--- src/rtl/keypad_code_entry_pkg.sv ---
// Shared definitions for the keypad code-entry front end: state encoding,
// key codes, code limit and datapath widths.
package keypad_code_entry_pkg;

    localparam int unsigned KEY_W   = 4;
    localparam int unsigned ACC_W   = 8;
    localparam int unsigned CNT_W   = 2;
    localparam int unsigned FAIL_W  = 3;
    localparam int unsigned STATE_W = 3;

    typedef enum logic [STATE_W-1:0] {
        ST_IDLE        = 3'd0,
        ST_COLLECT     = 3'd1,
        ST_SUBMIT      = 3'd2,
        ST_WAIT_RESULT = 3'd3,
        ST_LOCKOUT     = 3'd4
    } state_e;

    localparam logic [KEY_W-1:0] KEY_CLEAR = 4'hA;
    localparam logic [KEY_W-1:0] KEY_ENTER = 4'hB;
    localparam logic [ACC_W-1:0] MAX_CODE  = 8'd15;

    // Key codes 0..9 are digits; everything above is a command or ignored.
    function automatic logic is_digit(input logic [KEY_W-1:0] key);
        return key <= 4'd9;
    endfunction

endpackage

--- src/rtl/keypad_code_entry_timer.sv ---
// Shared phase timer: up-counter with synchronous clear and a terminal-count
// compare against a limit chosen by the owner each cycle.
// Ports:
//   clk, reset_n   clock / synchronous active-low reset
//   clear_i        force the count to zero next cycle (wins over en_i)
//   en_i           advance the count by one
//   limit_i        terminal value for the current phase
//   tc_c_o         combinational: count currently equals limit_i
module keypad_code_entry_timer #(
    parameter int unsigned WIDTH = 6
) (
    input  logic             clk,
    input  logic             reset_n,
    input  logic             clear_i,
    input  logic             en_i,
    input  logic [WIDTH-1:0] limit_i,
    output logic             tc_c_o
);

    logic [WIDTH-1:0] count_q;
    logic [WIDTH-1:0] count_d;

    // Next count: clear has priority over increment.
    always_comb begin
        count_d = count_q;
        if (clear_i) begin
            count_d = '0;
        end else if (en_i) begin
            count_d = count_q + WIDTH'(1);
        end
    end

    always_ff @(posedge clk) begin
        if (!reset_n) begin
            count_q <= '0;
        end else begin
            count_q <= count_d;
        end
    end

    assign tc_c_o = (count_q == limit_i);

endmodule

--- src/rtl/keypad_code_entry.sv ---
// Keypad code entry: collects up to two decimal digits, submits the resulting
// 4-bit code with a validate pulse, watches door-open feedback for the result
// and locks the keypad after repeated failed attempts.
// Ports:
//   clk, reset_n      clock / synchronous active-low reset
//   key_valid         one-cycle strobe qualifying key_value
//   key_value         0-9 digit, A clear, B enter, C-F ignored
//   open_access_door  grant feedback from the downstream access FSM
//   validate_code     one-cycle submit pulse (high during SUBMIT)
//   access_code       submitted code, held until the return to IDLE
//   entry_error       one-cycle pulse after a malformed or timed-out entry
//   locked_out        high for the whole lockout period
//   state_out         current state encoding
module keypad_code_entry
    import keypad_code_entry_pkg::*;
#(
    parameter int unsigned DIGIT_TIMEOUT  = 32,
    parameter int unsigned RESULT_WINDOW  = 4,
    parameter int unsigned MAX_FAILS      = 3,
    parameter int unsigned LOCKOUT_CYCLES = 64
) (
    input  logic               clk,
    input  logic               reset_n,
    input  logic               key_valid,
    input  logic [KEY_W-1:0]   key_value,
    input  logic               open_access_door,
    output logic               validate_code,
    output logic [KEY_W-1:0]   access_code,
    output logic               entry_error,
    output logic               locked_out,
    output logic [STATE_W-1:0] state_out
);

    // One timer serves all three phases, so it is sized for the longest one.
    localparam int unsigned TMR_MAX_A = (DIGIT_TIMEOUT > RESULT_WINDOW) ? DIGIT_TIMEOUT : RESULT_WINDOW;
    localparam int unsigned TMR_MAX   = (TMR_MAX_A > LOCKOUT_CYCLES) ? TMR_MAX_A : LOCKOUT_CYCLES;
    localparam int unsigned TMR_W     = (TMR_MAX > 2) ? $clog2(TMR_MAX) : 1;

    state_e              state_q, state_d;
    logic [ACC_W-1:0]    acc_q, acc_d;
    logic [CNT_W-1:0]    cnt_q, cnt_d;
    logic [FAIL_W-1:0]   fails_q, fails_d;
    logic [KEY_W-1:0]    code_q, code_d;
    logic                validate_q;
    logic                err_q;
    logic                locked_q;

    logic                err_c;
    logic                tmr_clr_c;
    logic                tmr_en_c;
    logic [TMR_W-1:0]    tmr_limit_c;
    logic                tmr_tc_c;
    logic [ACC_W-1:0]    acc_next_c;
    logic [FAIL_W-1:0]   fails_inc_c;

    // acc*10 + d never exceeds 99 here (acc <= 9 when a second digit arrives).
    assign acc_next_c  = acc_q * ACC_W'(10) + ACC_W'(key_value);
    assign fails_inc_c = fails_q + FAIL_W'(1);

    keypad_code_entry_timer #(
        .WIDTH (TMR_W)
    ) u_entry_timer (
        .clk     (clk),
        .reset_n (reset_n),
        .clear_i (tmr_clr_c),
        .en_i    (tmr_en_c),
        .limit_i (tmr_limit_c),
        .tc_c_o  (tmr_tc_c)
    );

    // Next-state, datapath and timer control.
    always_comb begin
        state_d     = state_q;
        acc_d       = acc_q;
        cnt_d       = cnt_q;
        fails_d     = fails_q;
        code_d      = code_q;
        err_c       = 1'b0;
        tmr_clr_c   = 1'b0;
        tmr_en_c    = 1'b0;
        tmr_limit_c = '0;

        unique case (state_q)
            ST_IDLE: begin
                tmr_clr_c = 1'b1;
                if (key_valid && is_digit(key_value)) begin
                    acc_d   = ACC_W'(key_value);
                    cnt_d   = CNT_W'(1);
                    state_d = ST_COLLECT;
                end
            end

            ST_COLLECT: begin
                tmr_limit_c = TMR_W'(DIGIT_TIMEOUT - 1);
                if (key_valid) begin
                    // Any key, even an ignored code, restarts the inter-key timeout.
                    tmr_clr_c = 1'b1;
                    if (is_digit(key_value)) begin
                        if ((cnt_q == CNT_W'(1)) && (acc_next_c <= MAX_CODE)) begin
                            acc_d = acc_next_c;
                            cnt_d = CNT_W'(2);
                        end else begin
                            err_c   = 1'b1;
                            state_d = ST_IDLE;
                        end
                    end else if (key_value == KEY_CLEAR) begin
                        state_d = ST_IDLE;
                    end else if (key_value == KEY_ENTER) begin
                        code_d  = acc_q[KEY_W-1:0];
                        state_d = ST_SUBMIT;
                    end
                end else if (tmr_tc_c) begin
                    tmr_clr_c = 1'b1;
                    err_c     = 1'b1;
                    state_d   = ST_IDLE;
                end else begin
                    tmr_en_c = 1'b1;
                end
            end

            ST_SUBMIT: begin
                tmr_clr_c = 1'b1;
                state_d   = ST_WAIT_RESULT;
            end

            ST_WAIT_RESULT: begin
                tmr_limit_c = TMR_W'(RESULT_WINDOW - 1);
                // Grant is checked first so it wins over a coincident expiry.
                if (open_access_door) begin
                    tmr_clr_c = 1'b1;
                    fails_d   = '0;
                    state_d   = ST_IDLE;
                end else if (tmr_tc_c) begin
                    tmr_clr_c = 1'b1;
                    fails_d   = fails_inc_c;
                    if (fails_inc_c == FAIL_W'(MAX_FAILS)) begin
                        state_d = ST_LOCKOUT;
                    end else begin
                        state_d = ST_IDLE;
                    end
                end else begin
                    tmr_en_c = 1'b1;
                end
            end

            ST_LOCKOUT: begin
                tmr_limit_c = TMR_W'(LOCKOUT_CYCLES - 1);
                if (tmr_tc_c) begin
                    tmr_clr_c = 1'b1;
                    fails_d   = '0;
                    state_d   = ST_IDLE;
                end else begin
                    tmr_en_c = 1'b1;
                end
            end

            default: begin
                tmr_clr_c = 1'b1;
                state_d   = ST_IDLE;
            end
        endcase

        // Every path into IDLE drops the entry and the presented code.
        if (state_d == ST_IDLE) begin
            acc_d  = '0;
            cnt_d  = '0;
            code_d = '0;
        end
    end

    // State and registered outputs.
    always_ff @(posedge clk) begin
        if (!reset_n) begin
            state_q    <= ST_IDLE;
            acc_q      <= '0;
            cnt_q      <= '0;
            fails_q    <= '0;
            code_q     <= '0;
            validate_q <= 1'b0;
            err_q      <= 1'b0;
            locked_q   <= 1'b0;
        end else begin
            state_q    <= state_d;
            acc_q      <= acc_d;
            cnt_q      <= cnt_d;
            fails_q    <= fails_d;
            code_q     <= code_d;
            validate_q <= (state_d == ST_SUBMIT);
            err_q      <= err_c;
            locked_q   <= (state_d == ST_LOCKOUT);
        end
    end

    assign validate_code = validate_q;
    assign access_code   = code_q;
    assign entry_error   = err_q;
    assign locked_out    = locked_q;
    assign state_out     = state_q;

endmodule

--- config.mk ---
export PLATFORM = sky130hd
export DESIGN_NAME = keypad_code_entry
export DESIGN_NICKNAME = d
export VERILOG_FILES = /design/src/rtl/keypad_code_entry_pkg.sv /design/src/rtl/keypad_code_entry_timer.sv /design/src/rtl/keypad_code_entry.sv
export SDC_FILE = /design/constraint.sdc
export NUM_CORES = 1
export LEC_CHECK = 0
export CORE_AREA = 2 2 73 68
export DETAILED_ROUTE_END_ITERATION = 7
export DIE_AREA = 0 0 75 70
export DONT_BUFFER_PORTS = 1
export GPL_ROUTABILITY_DRIVEN = 0
export HOLD_SLACK_MARGIN = 0.08
export SLEW_MARGIN = 0
export SYNTH_ARGS = -nofsm -noshare
export SYNTH_HDL_FRONTEND = slang
export SYNTH_HIERARCHICAL = 1
export SYNTH_SLANG_ARGS = --single-unit
--- constraint.sdc ---
create_clock -name clk -period 3 [get_ports clk]
set_input_delay 0.15 -clock clk [delete_from_list [all_inputs] [get_ports clk]]
set_output_delay 0.15 -clock clk [all_outputs]
set_load 0.01 [all_outputs]
==> results.py <==
metrics = {
    "detailed_routing": {
        "wl_mm": 3.711,
        "drt_pre_antenna_iters": 4,
        "vias": 1369,
        "postRouteAntennaNets": 0,
        "vias_per_cell": 5.033,
        "drt_iter0_drc": 67,
        "drcViolationCount": 0,
        "wl_per_cell_um": 13.64,
    },
    "sta": {
        "fin_hold_ws_ns": 0.1382,
        "max_freq_mhz": 348.2,
        "finalSetupViolCount": 0,
        "final.setup_skew_ns": 0.008309,
        "hold_violations": 0,
        "rsz0062_at_grt": "false",
        "worstMarginPinSlew_ns": 0.9082,
        "fin_crit_sh_pct": 95.72,
        "relSlewSlack_pct": 38.81,
        "min_period_ns": 2.872,
        "drv_slew": 0,
    },
    "synthesis": {
        "synth-seq-cells": 28,
        "synth.distinct_cells": 50,
        "synth_top_area_share_pct": 32.02,
        "synth_most_common_cell": "dfxtp_1",
        "synthTopCellsByArea": "dfxtp_1 32%, ha_1 10%, mux2i_1 4.6%",
        "syn-cell-area_um2": 1750,
        "synth_nets": 213,
        "synth_top_area_cell": "dfxtp_1",
        "netlist_top_cells_count": "28 x dfxtp_1, 18 x nor2_1, 17 x nand2_1",
        "synth_cells": 189,
        "synthArstFlopShare_pct": 0,
        "ys_seq_area_share_pct": 32.02,
        "synth-edff-count": 0,
        "ys_warn_count": 6,
        "syn_avg_cell_area_um2": 9.262,
        "ys.flop_type": "dfxtp_1",
    },
    "final_layout": {
        "area_growth_pct": 16.73,
        "layout-drive-gt1-share_pct": 20.77,
        "final_util_pct": 44.47,
        "nets": 232,
        "n_antenna_cell": 0,
    },
    "die": {
        "design.core.area_um2": 4594,
        "die-area_um2": 5250,
        "rows": 24,
        "die_w_um": 75,
        "die_y_um": 70,
        "top_level_ports": 18,
        "initial_utilization_pct": 38.10,
    },
    "clock_network": {
        "cts_sinks": 28,
        "cts_tree": "built",
        "numCtsBuffers": 3,
        "htreeDepth": 1,
        "clock_latency_ns": 0.28,
        "clock_path_buffers": 2,
        "clk_pin_slew_ns": 0.10,
        "cts-root-buf": "clkbuf_8",
    },
    "setup_path": {
        "slowest_delay_ns": 0.41,
        "crit_fanout": 7,
        "path_class": "reg -> reg",
        "start_kind": "flop",
        "cp_slowest_cell": "or4_4",
        "critPathTopFamily": "adder cells",
        "r2r_cells": 10,
        "critPathArrivalTime_ns": 3.08,
        "worst_setup_path_end_kind": "flop",
        "critical_path_required_ns": 3.21,
        "path_cells": "ha_1 -> ha_2 -> fa_2 -> xor2_1 -> buf_4 -> or4_4 -> o21ai_2 -> a41oi_4 -> a31o_4 -> nor3_2",
        "path_buf_inv": 1,
        "cp.depth": 10,
    },
    "grt": {
        "grt_max_degree": 17,
        "overflow": 0,
        "antenna_found_initial": 0,
        "grt_pass1_wl_mm": 6.251,
        "grt_pass1_vias": 1303,
        "grt.total_usage_pct": 15.34,
    },
    "status": {
        "outcome": "finished, final reports clean",
    },
    "min_path": {
        "hold_depth": 3,
        "min_path_type": "in -> reg",
    },
    "placement": {
        "dp_hpwl_mm": 2.796,
        "portBuffers": 0,
    },
    "pwr": {
        "irDropWorstVdd_mv": 0.1919,
        "p_per_area_nw_per_um2": 397.7,
        "p_leak_nw": 0.8953,
    },
    "run": {
        "cap_viol_max_count": 0,
    },
}
==> repair_timing <==
item,in CTS,in global routing
gates cloned,1,0
setup buffers,0,1
setup endpoints to repair,13,16
hold buffers,3,0
hold endpoints to repair,5,0
pin swaps,1,5
resized for setup,4,3
==> logic make-up (layout without fill, tap and decap cells) <==
family	Yosys count	after routing	share of synthesized area, %
AOI/OAI and AO/OA	34	35	14.08
xor gates and xnor gates	15	15	8.292
adders and majority gates	16	16	12.29
buffers and inverters	11	28	3.932
DFF	28	28	32.02
muxes	9	9	5.218
and+or+nand+nor	76	76	24.16
==> through the flow <==
step                setup WS, ns  cells  total power, W  setup TNS, ns  instance area (um2)
floorplan                0.03538    189       0.0004757              0                 1750
global placement       0.0002194    263       0.0005026              0                 1887
finish                    0.1285    272       0.0008125              0                 2043
detailed placement       -0.1021    263       0.0005042        -0.7525                 1887
global route             0.01322    272       0.0008462              0                 2043
CTS                    -0.009487    271       0.0008212      -0.009487                 2026
==> layout by cell type, fill, tap and decap left out, types with 2 or more instances in the layout <==
cell type / netlist / final
nor4_1: 2 / 2
nand2b_1: 4 / 4
nor3_1: 5 / 4
a31o_4: 1 / 3
nand3_1: 3 / 3
inv_1: 7 / 7
a31oi_1: 2 / 2
nor3_2: 1 / 2
dfxtp_1: 28 / 28
a21o_1: 3 / 3
mux2i_1: 8 / 8
nand4_1: 2 / 2
clkbuf_8: 0 / 3
buf_4: 1 / 14
dlygate4sd3_1: 0 / 3
nor3b_2: 2 / 2
a21oi_1: 8 / 8
nor2b_1: 5 / 5
xor2_1: 7 / 7
o21ai_0: 9 / 9
nand2_1: 17 / 17
nor2_2: 6 / 6
nor2_1: 18 / 18
and2_1: 2 / 2
ha_1: 14 / 13
xnor2_1: 7 / 7
==> flip-flops by register name, indices dropped and copies added, names as in the netlist <==
register	flops
access_code	4
fails_q	3
entry_error	1
locked_out	1
state_out	3
acc_q	7
cnt_q	2
u_entry_timer/count_q	6
validate_code	1
==> power by group <==
part | total, W | internal (W) | switching, W
Sequential | 0.000379 | 0.000375 | 0.00000382
Clock | 0.000302 | 0.000179 | 0.000123
Combinational | 0.000132 | 0.0000613 | 0.0000705
Total | 0.000812 | 0.000616 | 0.000197
==> worst reg2reg max path: cells and delay by family (launching register included) <==
family                   cells  cell delay (ns)
buffers and inverters        1             0.14
AO/OA/AOI/OAI                3             0.67
flip-flops                   1             0.33
adder cells (fa/ha/maj)      3             0.89
XOR/XNOR                     1             0.18
AND/OR/NAND/NOR              2             0.60
==> routing by layer <==
layer	wire length, um	global-route usage [%]
met5	0	0
met4	17	2.381
met3	155	4.040
met2	1674	23.78
met1	1864	21.67
==> worst paths after layout <==
check | start | endpoint | slack (ns)
setup / recovery | acc_q[3]$_SDFFE_PP0P_ | cnt_q[1]$_SDFFE_PP0P_ | 0.13
hold / removal | open_access_door | fails_q[0]$_SDFFE_PN0P_ | 0.14
setup reg to reg | acc_q[3]$_SDFFE_PP0P_ | cnt_q[1]$_SDFFE_PP0P_ | 0.13
hold reg to reg | cnt_q[0]$_SDFFE_PP0P_ | cnt_q[0]$_SDFFE_PP0P_ | 0.48
==> area by class of cell <==
class,count,area (um2)
fill,449,2551
clock buffer,3,41.29
multi-input combinational,151,1169
tap,65,81.33
inverter,7,26.28
sequential,28,560.5
clock inverter,1,30.03
timing repair buffer,17,135.1
No activity file was read; power rests on OpenSTA's default activity.
